`src/rtl/multicycle_control_pkg.sv`:
```
// mc_pkg: shared types and encodings for the multi-cycle MIPS main control.
//   state_t        control FSM states
//   OP_*           opcode field values (IR[31:26]) recognised by DECODE
//   alu_op_t       encoding consumed by the ALU control decoder
//   alu_src_b_t    ALU B-operand mux select
//   pc_source_t    next-PC mux select
//   fault_code_t   trap cause reported on fault_code
//   ctrl_t         bundle of every per-state strobe produced by mc_output_decode
package mc_pkg;

    typedef enum logic [3:0] {
        FETCH,
        DECODE,
        EXEC_R,
        RTYPE_WB,
        EXEC_ADDI,
        EXEC_SLTI,
        EXEC_LOGI,
        IMM_WB,
        MEMADR,
        MEMRD,
        MEMWB,
        MEMWR,
        BRANCH,
        JUMP,
        FAULT
    } state_t;

    localparam logic [5:0] OP_RTYPE = 6'h00;
    localparam logic [5:0] OP_J     = 6'h02;
    localparam logic [5:0] OP_BEQ   = 6'h04;
    localparam logic [5:0] OP_ADDI  = 6'h08;
    localparam logic [5:0] OP_SLTI  = 6'h0A;
    localparam logic [5:0] OP_ANDI  = 6'h0C;
    localparam logic [5:0] OP_ORI   = 6'h0D;
    localparam logic [5:0] OP_XORI  = 6'h0E;
    localparam logic [5:0] OP_LW    = 6'h23;
    localparam logic [5:0] OP_SW    = 6'h2B;

    typedef enum logic [1:0] {
        ALU_ADD   = 2'b00,
        ALU_SLT   = 2'b01,
        ALU_FUNCT = 2'b10,
        ALU_LOGI  = 2'b11
    } alu_op_t;

    typedef enum logic [1:0] {
        SRCB_REG     = 2'b00,
        SRCB_FOUR    = 2'b01,
        SRCB_IMM     = 2'b10,
        SRCB_IMM_SH2 = 2'b11
    } alu_src_b_t;

    typedef enum logic [1:0] {
        PCSRC_ALU    = 2'b00,
        PCSRC_ALUOUT = 2'b01,
        PCSRC_JUMP   = 2'b10
    } pc_source_t;

    typedef enum logic [1:0] {
        FC_NONE    = 2'b00,
        FC_ILLEGAL = 2'b01,
        FC_TIMEOUT = 2'b10
    } fault_code_t;

    typedef struct packed {
        logic       pc_write;
        logic       pc_write_cond;
        logic       iord;
        logic       mem_read;
        logic       mem_write;
        logic       ir_write;
        logic       reg_dst;
        logic       mem_to_reg;
        logic       reg_write;
        logic       alu_src_a;
        alu_src_b_t alu_src_b;
        alu_op_t    alu_op;
        pc_source_t pc_source;
        logic       fault;
    } ctrl_t;

    // States that hold the memory port and therefore run the wait counter.
    function automatic logic is_wait_state(state_t s);
        return (s == FETCH) || (s == MEMRD) || (s == MEMWR);
    endfunction

endpackage

```
`src/rtl/multicycle_control_if.sv`:
```
// multicycle_control_if: control <-> datapath bundle for the multi-cycle core.
//   opcode, zero, mem_ready          datapath/memory status into the controller
//   pc_write .. pc_source            datapath strobes and mux selects
//   fault, fault_code                trap status
//   retired [CNT_W]                  completed-instruction count
// Modports: master = controller side, slave = datapath side.
interface multicycle_control_if #(
    parameter int CNT_W = 32
);
    logic [5:0]       opcode;
    logic             zero;
    logic             mem_ready;
    logic             pc_write;
    logic             pc_write_cond;
    logic             iord;
    logic             mem_read;
    logic             mem_write;
    logic             ir_write;
    logic             reg_dst;
    logic             mem_to_reg;
    logic             reg_write;
    logic             alu_src_a;
    logic [1:0]       alu_src_b;
    logic [1:0]       alu_op;
    logic [1:0]       pc_source;
    logic             fault;
    logic [1:0]       fault_code;
    logic [CNT_W-1:0] retired;

    modport master (
        input  opcode, zero, mem_ready,
        output pc_write, pc_write_cond, iord, mem_read, mem_write, ir_write,
               reg_dst, mem_to_reg, reg_write, alu_src_a, alu_src_b, alu_op,
               pc_source, fault, fault_code, retired
    );

    modport slave (
        output opcode, zero, mem_ready,
        input  pc_write, pc_write_cond, iord, mem_read, mem_write, ir_write,
               reg_dst, mem_to_reg, reg_write, alu_src_a, alu_src_b, alu_op,
               pc_source, fault, fault_code, retired
    );

endinterface

```
`src/rtl/multicycle_control_output_decode.sv`:
```
// mc_output_decode: combinational state-to-strobe table for the main control.
//   state      current FSM state
//   mem_ready  memory handshake; qualifies ir_write/pc_write in FETCH
//   en         low forces every strobe to 0 (held low while in reset)
//   ctrl       decoded strobes and mux selects
module mc_output_decode
    import mc_pkg::*;
(
    input  state_t state,
    input  logic   mem_ready,
    input  logic   en,
    output ctrl_t  ctrl
);

    always_comb begin
        ctrl = '0;
        if (en) begin
            case (state)
                FETCH: begin
                    ctrl.mem_read  = 1'b1;
                    ctrl.alu_src_b = SRCB_FOUR;
                    ctrl.alu_op    = ALU_ADD;
                    ctrl.pc_source = PCSRC_ALU;
                    // IR and PC+4 commit only on the cycle the fetch completes.
                    ctrl.ir_write  = mem_ready;
                    ctrl.pc_write  = mem_ready;
                end
                DECODE: begin
                    // Precompute the branch target into ALUOut.
                    ctrl.alu_src_b = SRCB_IMM_SH2;
                    ctrl.alu_op    = ALU_ADD;
                end
                EXEC_R: begin
                    ctrl.alu_src_a = 1'b1;
                    ctrl.alu_src_b = SRCB_REG;
                    ctrl.alu_op    = ALU_FUNCT;
                end
                RTYPE_WB: begin
                    ctrl.reg_dst   = 1'b1;
                    ctrl.reg_write = 1'b1;
                end
                EXEC_ADDI, MEMADR: begin
                    ctrl.alu_src_a = 1'b1;
                    ctrl.alu_src_b = SRCB_IMM;
                    ctrl.alu_op    = ALU_ADD;
                end
                EXEC_SLTI: begin
                    ctrl.alu_src_a = 1'b1;
                    ctrl.alu_src_b = SRCB_IMM;
                    ctrl.alu_op    = ALU_SLT;
                end
                EXEC_LOGI: begin
                    ctrl.alu_src_a = 1'b1;
                    ctrl.alu_src_b = SRCB_IMM;
                    ctrl.alu_op    = ALU_LOGI;
                end
                IMM_WB: begin
                    ctrl.reg_write = 1'b1;
                end
                MEMRD: begin
                    ctrl.iord     = 1'b1;
                    ctrl.mem_read = 1'b1;
                end
                MEMWB: begin
                    ctrl.mem_to_reg = 1'b1;
                    ctrl.reg_write  = 1'b1;
                end
                MEMWR: begin
                    ctrl.iord      = 1'b1;
                    ctrl.mem_write = 1'b1;
                end
                BRANCH: begin
                    // beq compares by subtraction; the datapath forces the
                    // funct path to sub while this state is active.
                    ctrl.alu_src_a     = 1'b1;
                    ctrl.alu_src_b     = SRCB_REG;
                    ctrl.alu_op        = ALU_FUNCT;
                    ctrl.pc_write_cond = 1'b1;
                    ctrl.pc_source     = PCSRC_ALUOUT;
                end
                JUMP: begin
                    ctrl.pc_write  = 1'b1;
                    ctrl.pc_source = PCSRC_JUMP;
                end
                FAULT: begin
                    ctrl.fault = 1'b1;
                end
                default: ctrl = '0;
            endcase
        end
    end

endmodule

```
`src/rtl/multicycle_control.sv`:
```
// multicycle_control: main control FSM of the multi-cycle MIPS core.
//   clk    system clock, rising edge
//   rst_n  asynchronous active-low reset
//   bus    controller side of multicycle_control_if (status in, strobes,
//          fault status and retired-instruction count out)
// Parameters:
//   TIMEOUT  cycles allowed waiting on mem_ready in one memory state (2..255)
//   CNT_W    width of the retired-instruction counter
//
// state     | meaning
// ----------+-----------------------------------------------------------
// FETCH     | read instruction at PC, PC <= PC+4 when memory completes
// DECODE    | decode opcode, branch target into ALUOut
// EXEC_R    | R-type ALU operation
// RTYPE_WB  | write rd, retire
// EXEC_ADDI | A + imm
// EXEC_SLTI | A < imm
// EXEC_LOGI | andi / ori / xori
// IMM_WB    | write rt, retire
// MEMADR    | effective address A + imm
// MEMRD     | load access, wait for mem_ready
// MEMWB     | write loaded data to rt, retire
// MEMWR     | store access, retire on mem_ready
// BRANCH    | beq: conditional PC load from ALUOut, retire
// JUMP      | PC <= jump target, retire
// FAULT     | trap; absorbing until reset
module multicycle_control
    import mc_pkg::*;
#(
    parameter int TIMEOUT = 16,
    parameter int CNT_W   = 32
) (
    input logic                  clk,
    input logic                  rst_n,
    multicycle_control_if.master bus
);

    localparam logic [7:0] WAIT_LIMIT = 8'(TIMEOUT - 1);

    state_t           state;
    state_t           state_next;
    logic [7:0]       wait_cnt;
    logic [CNT_W-1:0] retired_q;
    fault_code_t      fault_code_q;
    fault_code_t      fault_code_next;
    logic             retire;
    logic             timed_out;
    ctrl_t            ctrl;

    // zero only qualifies pc_write_cond inside the datapath.
    logic unused_zero;
    assign unused_zero = bus.zero;

    assign timed_out = (wait_cnt == WAIT_LIMIT) && !bus.mem_ready;

    always_ff @(posedge clk or negedge rst_n) begin
        if (!rst_n) begin
            state        <= FETCH;
            fault_code_q <= FC_NONE;
        end else begin
            state        <= state_next;
            fault_code_q <= fault_code_next;
        end
    end

    always_comb begin
        state_next      = state;
        fault_code_next = fault_code_q;
        retire          = 1'b0;
        case (state)
            FETCH: begin
                if (bus.mem_ready) begin
                    state_next = DECODE;
                end else if (timed_out) begin
                    state_next      = FAULT;
                    fault_code_next = FC_TIMEOUT;
                end
            end
            DECODE: begin
                case (bus.opcode)
                    OP_RTYPE:                  state_next = EXEC_R;
                    OP_LW, OP_SW:              state_next = MEMADR;
                    OP_ADDI:                   state_next = EXEC_ADDI;
                    OP_SLTI:                   state_next = EXEC_SLTI;
                    OP_ANDI, OP_ORI, OP_XORI:  state_next = EXEC_LOGI;
                    OP_BEQ:                    state_next = BRANCH;
                    OP_J:                      state_next = JUMP;
                    default: begin
                        state_next      = FAULT;
                        fault_code_next = FC_ILLEGAL;
                    end
                endcase
            end
            EXEC_R:                          state_next = RTYPE_WB;
            EXEC_ADDI, EXEC_SLTI, EXEC_LOGI: state_next = IMM_WB;
            MEMADR: state_next = (bus.opcode == OP_LW) ? MEMRD : MEMWR;
            MEMRD: begin
                if (bus.mem_ready) begin
                    state_next = MEMWB;
                end else if (timed_out) begin
                    state_next      = FAULT;
                    fault_code_next = FC_TIMEOUT;
                end
            end
            MEMWR: begin
                if (bus.mem_ready) begin
                    state_next = FETCH;
                    retire     = 1'b1;
                end else if (timed_out) begin
                    state_next      = FAULT;
                    fault_code_next = FC_TIMEOUT;
                end
            end
            RTYPE_WB, IMM_WB, MEMWB, BRANCH, JUMP: begin
                state_next = FETCH;
                retire     = 1'b1;
            end
            FAULT:   state_next = FAULT;
            default: state_next = FETCH;
        endcase
    end

    // Any state change clears the counter, which covers entry into each
    // memory state; it only advances while a memory state is stalled.
    always_ff @(posedge clk or negedge rst_n) begin
        if (!rst_n) begin
            wait_cnt <= '0;
        end else if (state_next != state) begin
            wait_cnt <= '0;
        end else if (is_wait_state(state) && !bus.mem_ready) begin
            wait_cnt <= wait_cnt + 8'd1;
        end
    end

    always_ff @(posedge clk or negedge rst_n) begin
        if (!rst_n) begin
            retired_q <= '0;
        end else if (retire) begin
            retired_q <= retired_q + CNT_W'(1);
        end
    end

    // Strobes are gated with rst_n so they read 0 throughout reset and
    // show FETCH as soon as reset releases.
    mc_output_decode u_output_decode (
        .state     (state),
        .mem_ready (bus.mem_ready),
        .en        (rst_n),
        .ctrl      (ctrl)
    );

    assign bus.pc_write      = ctrl.pc_write;
    assign bus.pc_write_cond = ctrl.pc_write_cond;
    assign bus.iord          = ctrl.iord;
    assign bus.mem_read      = ctrl.mem_read;
    assign bus.mem_write     = ctrl.mem_write;
    assign bus.ir_write      = ctrl.ir_write;
    assign bus.reg_dst       = ctrl.reg_dst;
    assign bus.mem_to_reg    = ctrl.mem_to_reg;
    assign bus.reg_write     = ctrl.reg_write;
    assign bus.alu_src_a     = ctrl.alu_src_a;
    assign bus.alu_src_b     = ctrl.alu_src_b;
    assign bus.alu_op        = ctrl.alu_op;
    assign bus.pc_source     = ctrl.pc_source;
    assign bus.fault         = ctrl.fault;
    assign bus.fault_code    = fault_code_q;
    assign bus.retired       = retired_q;

endmodule

```
`src/flat_wrapper.sv`:
```
// flat-port wrapper written by rule: the top's interface ports become plain ports
module multicycle_control_flat import mc_pkg::*;
#(
    parameter int TIMEOUT = 16,
    parameter int CNT_W   = 32
)
  (clk, rst_n, bus_opcode, bus_zero, bus_mem_ready, bus_pc_write, bus_pc_write_cond, bus_iord, bus_mem_read, bus_mem_write, bus_ir_write, bus_reg_dst, bus_mem_to_reg, bus_reg_write, bus_alu_src_a, bus_alu_src_b, bus_alu_op, bus_pc_source, bus_fault, bus_fault_code, bus_retired);
  multicycle_control_if #(.CNT_W(CNT_W)) bus_i ();
  input logic clk;
  input logic rst_n;
  input wire logic [$bits(bus_i.opcode)-1:0] bus_opcode;
  input wire logic [$bits(bus_i.zero)-1:0] bus_zero;
  input wire logic [$bits(bus_i.mem_ready)-1:0] bus_mem_ready;
  output wire logic [$bits(bus_i.pc_write)-1:0] bus_pc_write;
  output wire logic [$bits(bus_i.pc_write_cond)-1:0] bus_pc_write_cond;
  output wire logic [$bits(bus_i.iord)-1:0] bus_iord;
  output wire logic [$bits(bus_i.mem_read)-1:0] bus_mem_read;
  output wire logic [$bits(bus_i.mem_write)-1:0] bus_mem_write;
  output wire logic [$bits(bus_i.ir_write)-1:0] bus_ir_write;
  output wire logic [$bits(bus_i.reg_dst)-1:0] bus_reg_dst;
  output wire logic [$bits(bus_i.mem_to_reg)-1:0] bus_mem_to_reg;
  output wire logic [$bits(bus_i.reg_write)-1:0] bus_reg_write;
  output wire logic [$bits(bus_i.alu_src_a)-1:0] bus_alu_src_a;
  output wire logic [$bits(bus_i.alu_src_b)-1:0] bus_alu_src_b;
  output wire logic [$bits(bus_i.alu_op)-1:0] bus_alu_op;
  output wire logic [$bits(bus_i.pc_source)-1:0] bus_pc_source;
  output wire logic [$bits(bus_i.fault)-1:0] bus_fault;
  output wire logic [$bits(bus_i.fault_code)-1:0] bus_fault_code;
  output wire logic [$bits(bus_i.retired)-1:0] bus_retired;
  assign bus_i.opcode = bus_opcode;
  assign bus_i.zero = bus_zero;
  assign bus_i.mem_ready = bus_mem_ready;
  assign bus_pc_write = bus_i.pc_write;
  assign bus_pc_write_cond = bus_i.pc_write_cond;
  assign bus_iord = bus_i.iord;
  assign bus_mem_read = bus_i.mem_read;
  assign bus_mem_write = bus_i.mem_write;
  assign bus_ir_write = bus_i.ir_write;
  assign bus_reg_dst = bus_i.reg_dst;
  assign bus_mem_to_reg = bus_i.mem_to_reg;
  assign bus_reg_write = bus_i.reg_write;
  assign bus_alu_src_a = bus_i.alu_src_a;
  assign bus_alu_src_b = bus_i.alu_src_b;
  assign bus_alu_op = bus_i.alu_op;
  assign bus_pc_source = bus_i.pc_source;
  assign bus_fault = bus_i.fault;
  assign bus_fault_code = bus_i.fault_code;
  assign bus_retired = bus_i.retired;
  multicycle_control #(.TIMEOUT(TIMEOUT), .CNT_W(CNT_W)) u_core (.clk(clk), .rst_n(rst_n), .bus(bus_i));
endmodule
```
`config.mk`:
```
export PLATFORM = sky130hd
export DESIGN_NAME = multicycle_control_flat
export DESIGN_NICKNAME = d
export VERILOG_FILES = /design/src/rtl/multicycle_control_pkg.sv /design/src/rtl/multicycle_control_if.sv /design/src/rtl/multicycle_control_output_decode.sv /design/src/rtl/multicycle_control.sv /design/src/flat_wrapper.sv
export SDC_FILE = /design/constraint.sdc
export NUM_CORES = 1
export LEC_CHECK = 0
export CORE_MARGIN = 4
export CORE_UTILIZATION = 29
export CTS_CLUSTER_DIAMETER = 200
export DETAILED_ROUTE_END_ITERATION = 12
export PLACE_DENSITY = 0.62
export RECOVER_POWER = 25
export SLEW_MARGIN = 20
export SYNTH_ARGS = -nofsm -noshare
export SYNTH_HDL_FRONTEND = slang
export SYNTH_SLANG_ARGS = --single-unit
```
`constraint.sdc`:
```
create_clock -name clk -period 2.5 [get_ports clk]
set_clock_uncertainty 0.05 [all_clocks]
set_input_delay 0.25 -clock clk [delete_from_list [all_inputs] [get_ports clk]]
set_output_delay 0.25 -clock clk [all_outputs]
set_load 0.005 [all_outputs]
```
==> results.txt <==
Status = finished, final reports clean
Worst hold path endpoint = u_core.bus.retired[31]
Worst R2R Path Depth = 9
Worst EP arrival = 2.57 ns
Initial Util = 30.2%
P_leak = 1.77 nW
Final wirelength = 7430 um
EDFF count, synth = 0
Worst hold start = u_core.bus.retired[31]
Row count = 35
Fmax = 416 MHz
Syn_nets = 343
Initial antenna violation count = 0
Final min period = 2.40 ns
Worst EP required = 2.67 ns
Syn-to-layout area delta = 39.5%
Share of cells above drive strength 1 = 13.5%
Yosys top cell by area = dfrtp_1
Vias in the first global route = 2,673
Detailed placement HPWL = 5710 um
Detailed-router iteration count before antenna repair = 4
Synth Register Bits = 46
GRT overflow = 0
Critical R2R Capture = u_core.wait_cnt[4]
DR iter-0 viols = 151
Multi-input gate area = 1590 sq um
Routed length per instance = 13.5 um
H-tree Lvls = 2
GR Util All Layers = 13.5%
Via Count = 2,723
Type of origin of the critical path = input pin
RSZ-0062 raised after global routing = false
CP Capture Type = flip-flop
GPL Wtd Cong = 0.866
DRC = 0
Post-route ant nets = 0
Final Cycle Share = 96.1%
CTS clk-pin slew, worst paths = 0.09 ns
Synth cell types = 51
HP Class = flip-flop to flip-flop
Worst r2r src = u_core.wait_cnt[1]
Power Density = 735 nW/um^2
Post-Syn Area = 2830 sq um
Worst Tran Pin Value = 0.652 ns
Sequential-to-total area share from yosys stat = 40.7%
Slew HR = 56.5%
Synth top area share = 40.7%
Diodes inserted = 0
CTS Buf Count = 5
Area contributors post-synth = dfrtp_1, xor2_1, nor2_1, xnor2_1, nor3_1
Setup TNS = 0 ns
Reg area = 1150 sq um
Slew Limit Fails = 0
Largest net degree at the start of global routing = 27
Clk buf depth = 2
Crit Path Class = input pin to flip-flop
I/O pin total = 61
Core Region = 9370 sq um
NumNets Final = 434
Die area = 11,400 sq um
First-pass GRT wire length = 12,700 um
Die Width = 107 um
Die H = 107 um
CP Max Fanout = 7
Worst-Skew Late Latency = 0.30 ns
Max VDD drop = 0.459 mV
WHS Path Cells = 1
Fin. Hold Viols = 0
Worst Hold Slack = 0.427 ns
Synth Flop Type = dfrtp_1
CTS tree = yes
Synth Instances = 331
Synth warn = 0
Ys async rst share = 100%
I/O Buffers = 59
R2r setup slk = 0.11 ns
Clock sinks = 46
Drt via density = 4.93
Maxcap violations = 0
FILL cells = 960
CTS root buf = clkbuf_8
Setup violators final = 0
Syn Area/Cell = 8.54 sq um
==> cells in the final DEF (no fill, tap or decap), drive strengths merged, types with 4 or more instances in the layout <==
cell / Yosys / final
nand4: 4 / 4
a21oi: 11 / 11
xor2: 24 / 24
xnor2: 14 / 14
nor3: 23 / 23
clkdlybuf4s50: 0 / 58
dfrtp: 46 / 46
a21boi: 4 / 4
o2111ai: 4 / 4
nand3: 19 / 19
buf: 7 / 40
and3: 14 / 14
nor2b: 4 / 4
nand2b: 7 / 7
clkbuf: 9 / 7
o21ai: 12 / 12
nor2: 43 / 43
nand2: 28 / 28
inv: 9 / 9
==> cell usage after synthesis, types with 2 or more instances <==
cell type,number
and3_1,14
ha_1,2
o2111ai_1,4
nand2_1,28
o21bai_1,2
clkbuf_1,9
nand2b_1,7
and2_1,3
nand3b_1,2
o211a_1,2
nor2_1,43
nand3_1,18
dfrtp_1,46
o21a_1,2
a21boi_0,4
a21oi_1,11
nor3_1,23
mux2i_1,2
xor2_1,24
or2_2,3
o22ai_1,2
nor4_1,3
or4_1,2
nor3b_1,3
nor2b_1,4
o211ai_1,2
and4_1,3
xnor2_1,14
buf_1,2
buf_2,4
o311ai_0,2
inv_1,9
nand4_1,4
o21ai_0,11
==> worst max path at each step <==
stage | start | to | slack [ns] | cells after the start
2_1_floorplan | u_core.wait_cnt[0] | u_core.wait_cnt[5] | 0.11 | 9
3_3_place_gp | bus_opcode[1] | u_core.wait_cnt[2] | -0.17 | 8
3_5_place_dp | bus_opcode[1] | u_core.wait_cnt[4] | -0.27 | 8
4_1_cts | bus_opcode[1] | u_core.wait_cnt[4] | 0.05 | 8
5_1_grt | u_core.wait_cnt[1] | u_core.wait_cnt[4] | 0.005 | 9
6_report | bus_opcode[1] | u_core.wait_cnt[4] | 0.1 | 8
==> per-layer routing <==
layer | GRT usage [%] | wire length [um] | vias up | share of wire [%]
li1 | - | - | 1341 | -
met4 | 2.37 | 73 | 0 | 0.98
met5 | 0 | 0 | - | 0
met2 | 21.9 | 3530 | 53 | 48
met3 | 3.13 | 219 | 9 | 2.9
met1 | 18.7 | 3610 | 1320 | 49
==> logic make-up after synthesis <==
family                     after synthesis  synth area share, %
and+or+nand+nor                        165                 29.4
AOI/OAI and AO/OA                       52                 12.7
DFF                                     46                 40.7
xor gates and xnor gates                38                 11.8
buffers and inverters                   26                 3.76
muxes                                    2                0.708
adders and majority gates                2                0.885
==> layout make-up <==
type	instances	share of cell area, %
Tap cell	129	4.09
Sequential cell	46	29.2
Timing Repair Buffer	100	22.7
Clock inverter	2	0.952
Clock buffer	6	1.84
Inverter	10	0.952
Multi-Input combinational cell	259	40.3
==> power by group <==
part           internal [mW]  switching (mW)  total (mW)
clock network          0.298           0.256       0.554
logic                  0.667           0.735        1.40
registers              0.827           0.115       0.942
total                   1.79            1.11        2.90
==> repair_timing <==
| action | 4_1_cts | 5_1_grt |
|---|---|---|
| hold buffers | 1 | 0 |
| buffers inserted | 0 | 0 |
| gates resized for setup | 0 | 6 |
| hold endpoints to repair | 36 | 0 |
| endpoints found under the setup margin | 0 | 10 |
==> worst max-delay path: stages <==
cell,delay [ns]
clkdlybuf4s50_1,0.51
nand3_2,0.10
or4_1,0.46
a32oi_2,0.23
a31oi_1,0.11
or4b_1,0.54
buf_4,0.18
nor3_1,0.18
==> state kept, by name (all words and copies together) (netlist names) <==
| signal | count |
|---|---|
| u_core.bus.retired | 32 |
| u_core.wait_cnt | 8 |
| u_core.state | 4 |
| u_core.bus.fault_code | 2 |
==> per-stage QoR <==
stage | instance area, sq um | instances | power, mW | util [%] | setup slack (ns)
6_report | 3940 | 552 | 2.90 | 42.1 | 0.0971
5_1_grt | 3940 | 552 | 3.11 | 42.1 | 0.00524
4_1_cts | 3930 | 552 | 2.91 | 41.9 | 0.0516
3_5_place_dp | 3800 | 543 | 2.34 | 40.6 | -0.272
3_3_place_gp | 3800 | 543 | 2.32 | 40.6 | -0.170
2_1_floorplan | 2830 | 331 | 1.70 | - | 0.107
Power figures use the tool's default switching activity.
